--- config.mk ---
export PLATFORM = sky130hd
export DESIGN_NAME = sisc_ctrl
export DESIGN_NICKNAME = d
export VERILOG_FILES = /design/src/rtl/sisc_pkg.sv /design/src/rtl/sisc_br_cond.sv /design/src/rtl/sisc_ctrl.sv
export SDC_FILE = /design/constraint.sdc
export NUM_CORES = 1
export LEC_CHECK = 0
export BUFFER_PORTS_ARGS = -buffer_cell sky130_fd_sc_hd__buf_2
export CORE_AREA = 2 2 39 41
export DETAILED_ROUTE_END_ITERATION = 8
export DIE_AREA = 0 0 41 43
export MAX_ROUTING_LAYER = met4
export PLACE_DENSITY_LB_ADDON = 0.3
export SYNTH_ARGS = -nofsm -noshare
export SYNTH_HDL_FRONTEND = slang
export SYNTH_SLANG_ARGS = --single-unit
export TNS_END_PERCENT = 50
--- constraint.sdc ---
create_clock -name clk -period 1.3 [get_ports clk]
set_input_delay 0.195 -clock clk [delete_from_list [all_inputs] [get_ports clk]]
set_output_delay 0.195 -clock clk [all_outputs]
set_load 0.01 [all_outputs]
--- src/rtl/sisc_pkg.sv ---
// Shared encodings for the SISC control unit: opcodes, FSM states,
// ALU operation codes and status-register bit positions.
package sisc_pkg;

  // Instruction opcodes carried in IR[31:28]
  localparam logic [3:0] OP_NOP = 4'h0;
  localparam logic [3:0] OP_ALU = 4'h1;
  localparam logic [3:0] OP_LOD = 4'h2;
  localparam logic [3:0] OP_STR = 4'h3;
  localparam logic [3:0] OP_BRA = 4'h4;
  localparam logic [3:0] OP_BRR = 4'h5;
  localparam logic [3:0] OP_BNE = 4'h6;
  localparam logic [3:0] OP_BNR = 4'h7;
  localparam logic [3:0] OP_HLT = 4'hF;

  // ALU operation encodings; bit 0 enables the status-register update
  localparam logic [3:0] ALU_PASS = 4'b0000;
  localparam logic [3:0] ALU_RR   = 4'b0001;
  localparam logic [3:0] ALU_RI   = 4'b0011;
  localparam logic [3:0] ALU_ADDI = 4'b0100;

  // Status register bit positions
  localparam int STAT_C = 3;
  localparam int STAT_V = 2;
  localparam int STAT_N = 1;
  localparam int STAT_Z = 0;

  // Control FSM states
  typedef enum logic [2:0] {
    ST_START0,
    ST_START1,
    ST_FETCH,
    ST_DECODE,
    ST_EXECUTE,
    ST_MEM,
    ST_WRITEBACK,
    ST_HALT
  } state_e;

  // ALU operation an instruction requests during EXECUTE
  function automatic logic [3:0] execAluOpFor(input logic [3:0] opcode, input logic immSel);
    logic [3:0] op;
    op = ALU_PASS;
    if (opcode == OP_ALU) begin
      op = immSel ? ALU_RI : ALU_RR;
    end else if (opcode == OP_LOD || opcode == OP_STR) begin
      op = ALU_ADDI;
    end
    return op;
  endfunction

endpackage

--- src/rtl/sisc_br_cond.sv ---
// Branch condition evaluation: decides whether the branch instruction in
// the IR is taken, given the condition mask and the status flags.
module sisc_br_cond
  import sisc_pkg::*;
(
  input  logic [3:0] opcode,
  input  logic [3:0] mm,
  input  logic [3:0] stat,
  output logic       taken
);

  logic anyHit;

  // An empty mask on BRA/BRR means "branch always"; BNE/BNR take the
  // branch only when none of the selected flags is set.
  always_comb begin
    anyHit = |(mm & stat);
    taken  = 1'b0;
    case (opcode)
      OP_BRA, OP_BRR: taken = (mm == 4'b0000) | anyHit;
      OP_BNE, OP_BNR: taken = ~anyHit;
      default:        taken = 1'b0;
    endcase
  end

endmodule

--- src/rtl/sisc_ctrl.sv ---
// Multi-cycle control unit for the SISC processor. Steps each instruction
// through FETCH, DECODE, EXECUTE, MEM and WRITEBACK and drives the datapath
// enables as Moore outputs of the state and the IR opcode/mm fields.
module sisc_ctrl
  import sisc_pkg::*;
(
  input  logic       clk,
  input  logic       rst,
  input  logic [3:0] opcode,
  input  logic [3:0] mm,
  input  logic [3:0] stat,
  output logic [3:0] alu_op,
  output logic       ir_load,
  output logic       pc_write,
  output logic       pc_sel,
  output logic       br_sel,
  output logic       pc_rst,
  output logic       rf_we,
  output logic       wb_sel,
  output logic       dm_we,
  output logic       halt
);

  state_e     state_q;
  state_e     state_d;
  logic [3:0] execAluOp;
  logic       brTaken;

  sisc_br_cond u_br_cond (
    .opcode (opcode),
    .mm     (mm),
    .stat   (stat),
    .taken  (brTaken)
  );

  assign execAluOp = execAluOpFor(opcode, mm[0]);

  // State register; reset wins over everything, including HALT
  always_ff @(posedge clk) begin
    if (rst) begin
      state_q <= ST_START0;
    end else begin
      state_q <= state_d;
    end
  end

  // Next-state: fixed five-cycle instruction loop, HLT leaves it for good
  always_comb begin
    state_d = state_q;
    case (state_q)
      ST_START0:    state_d = ST_START1;
      ST_START1:    state_d = ST_FETCH;
      ST_FETCH:     state_d = ST_DECODE;
      ST_DECODE:    state_d = (opcode == OP_HLT) ? ST_HALT : ST_EXECUTE;
      ST_EXECUTE:   state_d = ST_MEM;
      ST_MEM:       state_d = ST_WRITEBACK;
      ST_WRITEBACK: state_d = ST_FETCH;
      ST_HALT:      state_d = ST_HALT;
      default:      state_d = ST_START0;
    endcase
  end

  // Output decode; the ALU op bits above bit 0 stay put after EXECUTE so the
  // ALU result register keeps the same value, while the status update fires once
  always_comb begin
    alu_op   = ALU_PASS;
    ir_load  = 1'b0;
    pc_write = 1'b0;
    pc_sel   = 1'b0;
    br_sel   = 1'b0;
    pc_rst   = 1'b0;
    rf_we    = 1'b0;
    wb_sel   = 1'b0;
    dm_we    = 1'b0;
    halt     = 1'b0;
    case (state_q)
      ST_START0, ST_START1: begin
        pc_rst = 1'b1;
      end
      ST_FETCH: begin
        ir_load  = 1'b1;
        pc_write = 1'b1;
      end
      ST_EXECUTE: begin
        alu_op = execAluOp;
        if (brTaken) begin
          pc_write = 1'b1;
          pc_sel   = 1'b1;
          br_sel   = (opcode == OP_BRR) || (opcode == OP_BNR);
        end
      end
      ST_MEM: begin
        alu_op = {execAluOp[3:1], 1'b0};
        dm_we  = (opcode == OP_STR);
      end
      ST_WRITEBACK: begin
        alu_op = {execAluOp[3:1], 1'b0};
        if (opcode == OP_ALU) begin
          rf_we = 1'b1;
        end else if (opcode == OP_LOD) begin
          rf_we  = 1'b1;
          wb_sel = 1'b1;
        end
      end
      ST_HALT: begin
        halt = 1'b1;
      end
      default: begin
        alu_op = ALU_PASS;
      end
    endcase
  end

endmodule
==> results.md, run 1 <==
* PnR Total Power at 417 uW
* Htree depth at 1
* Synth top area share at 0.184
* Fmax at 0.684 GHz
* Inserted Diodes at 0
* Final-report setup violation count at 8
* Sequential cell area fraction in the yosys report at 0.184
* CTS tree: done
* Vias in the first global route at 377
* Syn. warnings at 0
* Synth-to-layout area growth at 77.4%
* Setup_tns at -0.798 ns
* Yosys reg bits at 3
* FF-to-FF setup slack at 0.27 ns
* Post-Route WL at 1040 um
* Yosys cell types at 25
* # IOs at 27
* VDD IR max at 0.628 mV
* Setup ws final at -0.162 ns
* Gr usage total at 0.122
* Die height at 43 um
* CTS root buf: clkbuf_4
* Crit Path Category: reg2out
* Vias at 447
* Cts bufs inserted at 3
* Min-delay worst type: in2reg
* Placer Congestion at 0.705
* Routed len/inst at 11.0 um
* Post-CTS Hold Fix Bufs at 0
* Area leader, netlist: dfxtp_1
* Synth area leaders: dfxtp_1 18%, nor2_1 10%, nand3b_1 6.9%, a22o_1 5.4%, buf_2 4.6%
* Crit. End Element: output pin
* Crit Path Max Fanout at 3
* Final hold violations at 0
* Tmin final at 1.46 ns
* Antenna viol nets, final at 0
* Clk_skew at 0.000424 ns
* CP delay by family, top: simple AND/OR/NAND/NOR gates
* GRT overflow at 0
* Initial detailed-routing violation count at 2
* Switching pwr at 132 uW
* Largest net degree at the start of global routing at 12
* CP Data Required Time at 1.11 ns
* CP max stage delay at 0.32 ns
* Post-Syn Area per Cell at 6.95 um^2
* Residual DRC count at 0
* Via density at 4.71
* Fill cell count at 146
* Die area at 0.00176 mm^2
* Max cap viols at 0
* First-pass GRT wire length at 1410 um
* Clock Power Share at 0.401
* Switching share of power at 0.316
* Initial DRT Pass Iterations at 3
* Place WS at -0.0953 ns
* Net Count, Synth at 61
* Slowest cell on crit path: dfxtp_2
* Startpoint Class: flop
* Sum of buffers and inverters on the critical path at 1
* Row cnt at 14
* Synthesized instance count at 47
* Clock Pin Slew Worst Setup and Hold Paths at 0.04 ns
* Share of layout cells above drive strength 1 at 0.570
* RSZ-0062 raised after global routing: true
* Clock Latency Late Sink at 0.23 ns
* Status: finished, violations left
* # port buffers at 25
* Slew Limit Fails at 0
* Pwr Density at 720 mW/mm^2
* Nets at 94
* Die Span X at 41 um
* Clock tree buffer depth at 2
* Internal Pwr Total at 285 uW
* Initial Util at 0.236
* Lkg Pwr at 0.000282 uW
* Critical Path AT at 1.27 ns
* Logic pwr share at 0.341
* Clock sinks at 3
* Initial antenna violation count at 0
* Sequential share of power at 0.259
* Core area at 0.00138 mm^2
* Fin crit share at 1.12
* CP cell instances: nor3b_2, nand3b_1, nor4b_2, buf_2
* Failing checks: negative setup slack
* DP HPWL at 748 um
* Mapped Area at 327 um^2
what timing repair did:
action,in CTS,in global routing
endpoints found under the hold margin,0,0
pin swaps,3,3
setup buffers,3,0
gates resized for setup,8,4
setup endpoints to repair,9,11
cell families after synthesis:
| kind of cell | after synthesis | share of synthesized area |
|---|---|---|
| AND/OR/NAND/NOR | 29 | 0.517 |
| AO/OA/AOI/OAI | 8 | 0.180 |
| buffers and inverters | 5 | 0.0804 |
| flip-flops | 3 | 0.184 |
| XOR/XNOR | 1 | 0.0268 |
| other | 1 | 0.0115 |
per-stage QoR:
stage | hold WS (ns) | utilization | instances | area (um^2)
after floorplan | 0.264 | - | 47 | 327
after global placement | 0.388 | 0.346 | 88 | 479
after detailed placement | 0.386 | 0.346 | 88 | 479
after CTS | 0.130 | 0.401 | 95 | 556
after global routing | 0.136 | 0.419 | 95 | 579
final | 0.150 | 0.419 | 95 | 579
routing by layer:
metal	up-vias	global-route usage	wire, um
met5	-	-	0
met4	0	0.100	0
met3	0	0.0157	108
met2	23	0.188	470
met1	190	0.131	462
li1	234	-	-
power by group through the flow:
| stage | combinational [uW] | clock [uW] | sequential (uW) |
|---|---|---|---|
| after floorplan | 71.3 | 0 | 103 |
| after global placement | 119 | 0 | 106 |
| after detailed placement | 120 | 0 | 106 |
| after CTS | 137 | 179 | 108 |
| after global routing | 157 | 186 | 108 |
| final | 142 | 167 | 108 |
synth_stat cells:
cell type	number
conb_1	1
inv_1	1
nand2b_1	1
a21oi_1	2
nor4_2	1
a22o_1	2
a41o_1	1
buf_4	1
nand4b_1	1
nor3b_1	1
nor4_1	2
a31oi_1	1
o21a_1	1
dfxtp_1	3
o31ai_1	1
nor3_1	3
nor2_1	9
nand3_1	1
and3_1	1
xnor2_1	1
nor4b_1	1
buf_2	3
nand3b_1	3
nand2_1	4
nor4b_2	1
area by class of cell:
type	count	area, um^2	share of cell area
timing repair buffer	32	191	0.330
sequential	3	62.6	0.108
tap	16	20.0	0.0346
inverter	1	3.75	0.00648
clock buffer	4	26.3	0.0454
multi-input combinational	39	275	0.475
layout by cell type (no fill, tap or decap), drive strengths merged:
| master | count |
|---|---|
| o21a | 1 |
| nand3 | 1 |
| nor3 | 3 |
| a21oi | 2 |
| o31ai | 1 |
| nor3b | 1 |
| a22o | 2 |
| nor2 | 9 |
| inv | 1 |
| and3 | 1 |
| nand2b | 1 |
| nand3b | 3 |
| xnor2 | 1 |
| a31oi | 1 |
| nor4b | 2 |
| a41o | 1 |
| nand2 | 4 |
| conb | 1 |
| buf | 32 |
| dfxtp | 3 |
| nor4 | 3 |
| clkbuf | 4 |
| nand4b | 1 |
worst paths after layout:
check | from | end | cells after the start
setup / recovery | state_q[0] | br_sel | 4
hold / removal | rst | state_q[0] | 2
setup reg to reg | flop | state_q[0] | 4
hold reg to reg | flop | flop | 3
No activity file was read; power rests on OpenSTA's default activity.
==> run 2: changes to the inputs <==
--- a/config.mk
+++ b/config.mk
@@ -11,6 +11,7 @@
 export DIE_AREA = 0 0 41 43
 export MAX_ROUTING_LAYER = met4
 export PLACE_DENSITY_LB_ADDON = 0.3
+export REMOVE_ABC_BUFFERS = 1
 export SYNTH_ARGS = -nofsm -noshare
 export SYNTH_HDL_FRONTEND = slang
 export SYNTH_SLANG_ARGS = --single-unit
==> run 2 against run 1 <==
Effect of this change:
- the run still ends with negative setup slack left
- first-iteration DRC count rose by 100%
- worst hold slack got worse by 0.0064 ns
- count of clock-buffer cells in the layout did not move
- cell area fell by 0.86%
- core utilization fell by 0.36 points
- register-to-register slack got worse by 0.08 ns
- clock skew barely moved
- maximum frequency rose by 0.62%
- die area did not move
- sequential share of layout area rose by 0.094 points
- largest power group unchanged
==> results.md, run 2 (synthesis gave the netlist of run 1 again) <==
* Status: finished, violations left
* Failing checks: negative setup slack
* Core area at 0.00138 mm^2
* Vias at 471
* Routed len/inst at 10.4 um
* PnR Total Power at 412 uW
* Setup crit start: state_q[0]
* Cts bufs inserted at 3
* # port buffers at 25
* GRT overflow at 0
* Dpl cell area at 479 um^2
* Gr busiest metal: met2
* Switching share of power at 0.304
* Max cap viols at 0
* Antenna viol nets, final at 0
* FF-to-FF setup slack at 0.19 ns
* Commonest non-fill, non-tap cell in the layout: buf_2
* M3 GR Usage at 0.0366
* Fin crit share at 1.12
* Die area at 0.00176 mm^2
* Tmin final at 1.45 ns
* Nets at 96
* Initial detailed-routing violation count at 4
* Gr usage total at 0.133
* Reg2Reg Depth at 5
* Placer Congestion at 0.648
* CTS root buf: clkbuf_4
* Crit Path Max Fanout at 4
* Synth-to-layout area growth at 75.9%
* Die Span X at 41 um
* Post-CTS Hold Fix Bufs at 0
* GR Util met2 at 0.206
* Startpoint Class: flop
* Clock Pin Slew Worst Setup and Hold Paths at 0.04 ns
* Internal Pwr Total at 287 uW
* Clk_skew at 0.000384 ns
* Dpl cells at 88
* VDD IR max at 0.395 mV
* Hold WS at 0.144 ns
* Initial DRT Pass Iterations at 4
* Slew Limit Fails at 0
* Lkg Pwr at 0.000285 uW
* Initial Util at 0.236
* Post-Route WL at 1010 um
* First-pass GRT wire length at 1610 um
* Hold depth at 2
* Min-delay worst type: in2reg
* Critical Path AT at 1.26 ns
* DP HPWL at 745 um
* Residual DRC count at 0
* CTS tree: done
* Inserted Diodes at 0
* Clock sinks at 3
* Row cnt at 14
* Clock Power Share at 0.395
* Fmax at 0.688 GHz
* Vias in the first global route at 431
* Place WS at -0.0951 ns
* RSZ-0062 raised after global routing: true
* # IOs at 27
* Met1 Use GR at 0.151
* Hold path start: rst
* Logic pwr share at 0.342
* Switching pwr at 125 uW
* Crit Path Category: reg2out
* Via density at 4.86
* Final hold violations at 0
* Clock tree buffer depth at 2
* Die height at 43 um
* Fill cell count at 151
* Post-Layout Inst Area at 574 um^2
* CP Data Required Time at 1.11 ns
* Setup ws final at -0.153 ns
* Sequential share of power at 0.262
* Clock Latency Late Sink at 0.23 ns
* Pwr Density at 718 mW/mm^2
* Most frequent cells in the layout: 24 x buf_2, 9 x nor2_1, 8 x buf_4
* Share of layout cells above drive strength 1 at 0.568
* Largest net degree at the start of global routing at 10
* Worst R2R End: state_q[0]
* Htree depth at 1
* Final-report setup violation count at 9
* Initial antenna violation count at 0
* Crit. End Element: output pin
* Final non-filler cell total at 97
run 2: worst max-delay path by stage:
stage	endpoint	slack [ns]	depth (start not counted)
2_1_floorplan	pc_write	-0.04	3
3_3_place_gp	pc_write	-0.08	5
3_5_place_dp	pc_write	-0.1	5
4_1_cts	br_sel	-0.17	4
5_1_grt	pc_write	-0.25	4
6_report	br_sel	-0.15	4
run 2: timing repair:
item	CTS	global route
gates resized for setup	5	4
buffers inserted	4	1
pin swaps	3	2
setup endpoints to repair	9	11
run 2: metal layers:
metal / vias up / share of wire
li1: 237 / -
met1: 210 / 0.42
met2: 22 / 0.47
met3: 2 / 0.099
met4: 0 / 0.011
met5: - / 0
run 2: layout make-up:
type	count	area, um^2	share of cell area
clock buffer	4	26.3	0.0458
inverter	1	3.75	0.00654
multi-input combinational	39	259	0.451
sequential	3	62.6	0.109
tap	16	20.0	0.0349
timing repair buffer	34	203	0.353
run 2: worst max-delay path, cell delays in order, from the launching register on:
cell	delay (ns)
dfxtp_2	0.33
nor3b_2	0.17
nand3b_1	0.14
nor4b_2	0.22
buf_2	0.16
run 2: stage by stage:
stage,setup TNS (ns),util
detailed placement,-0.235,0.346
global route,-1.44,0.415
CTS,-0.790,0.400
finish,-0.611,0.415
floorplan,-0.0430,-
global placement,-0.196,0.346
run 2: power groups by stage:
| stage | combinational (uW) | clock [uW] | sequential, uW |
|---|---|---|---|
| after floorplan | 52.3 | 0 | 115 |
| after global placement | 119 | 0 | 106 |
| after detailed placement | 120 | 0 | 107 |
| after CTS | 133 | 171 | 108 |
| after global routing | 158 | 181 | 109 |
| final | 141 | 163 | 108 |
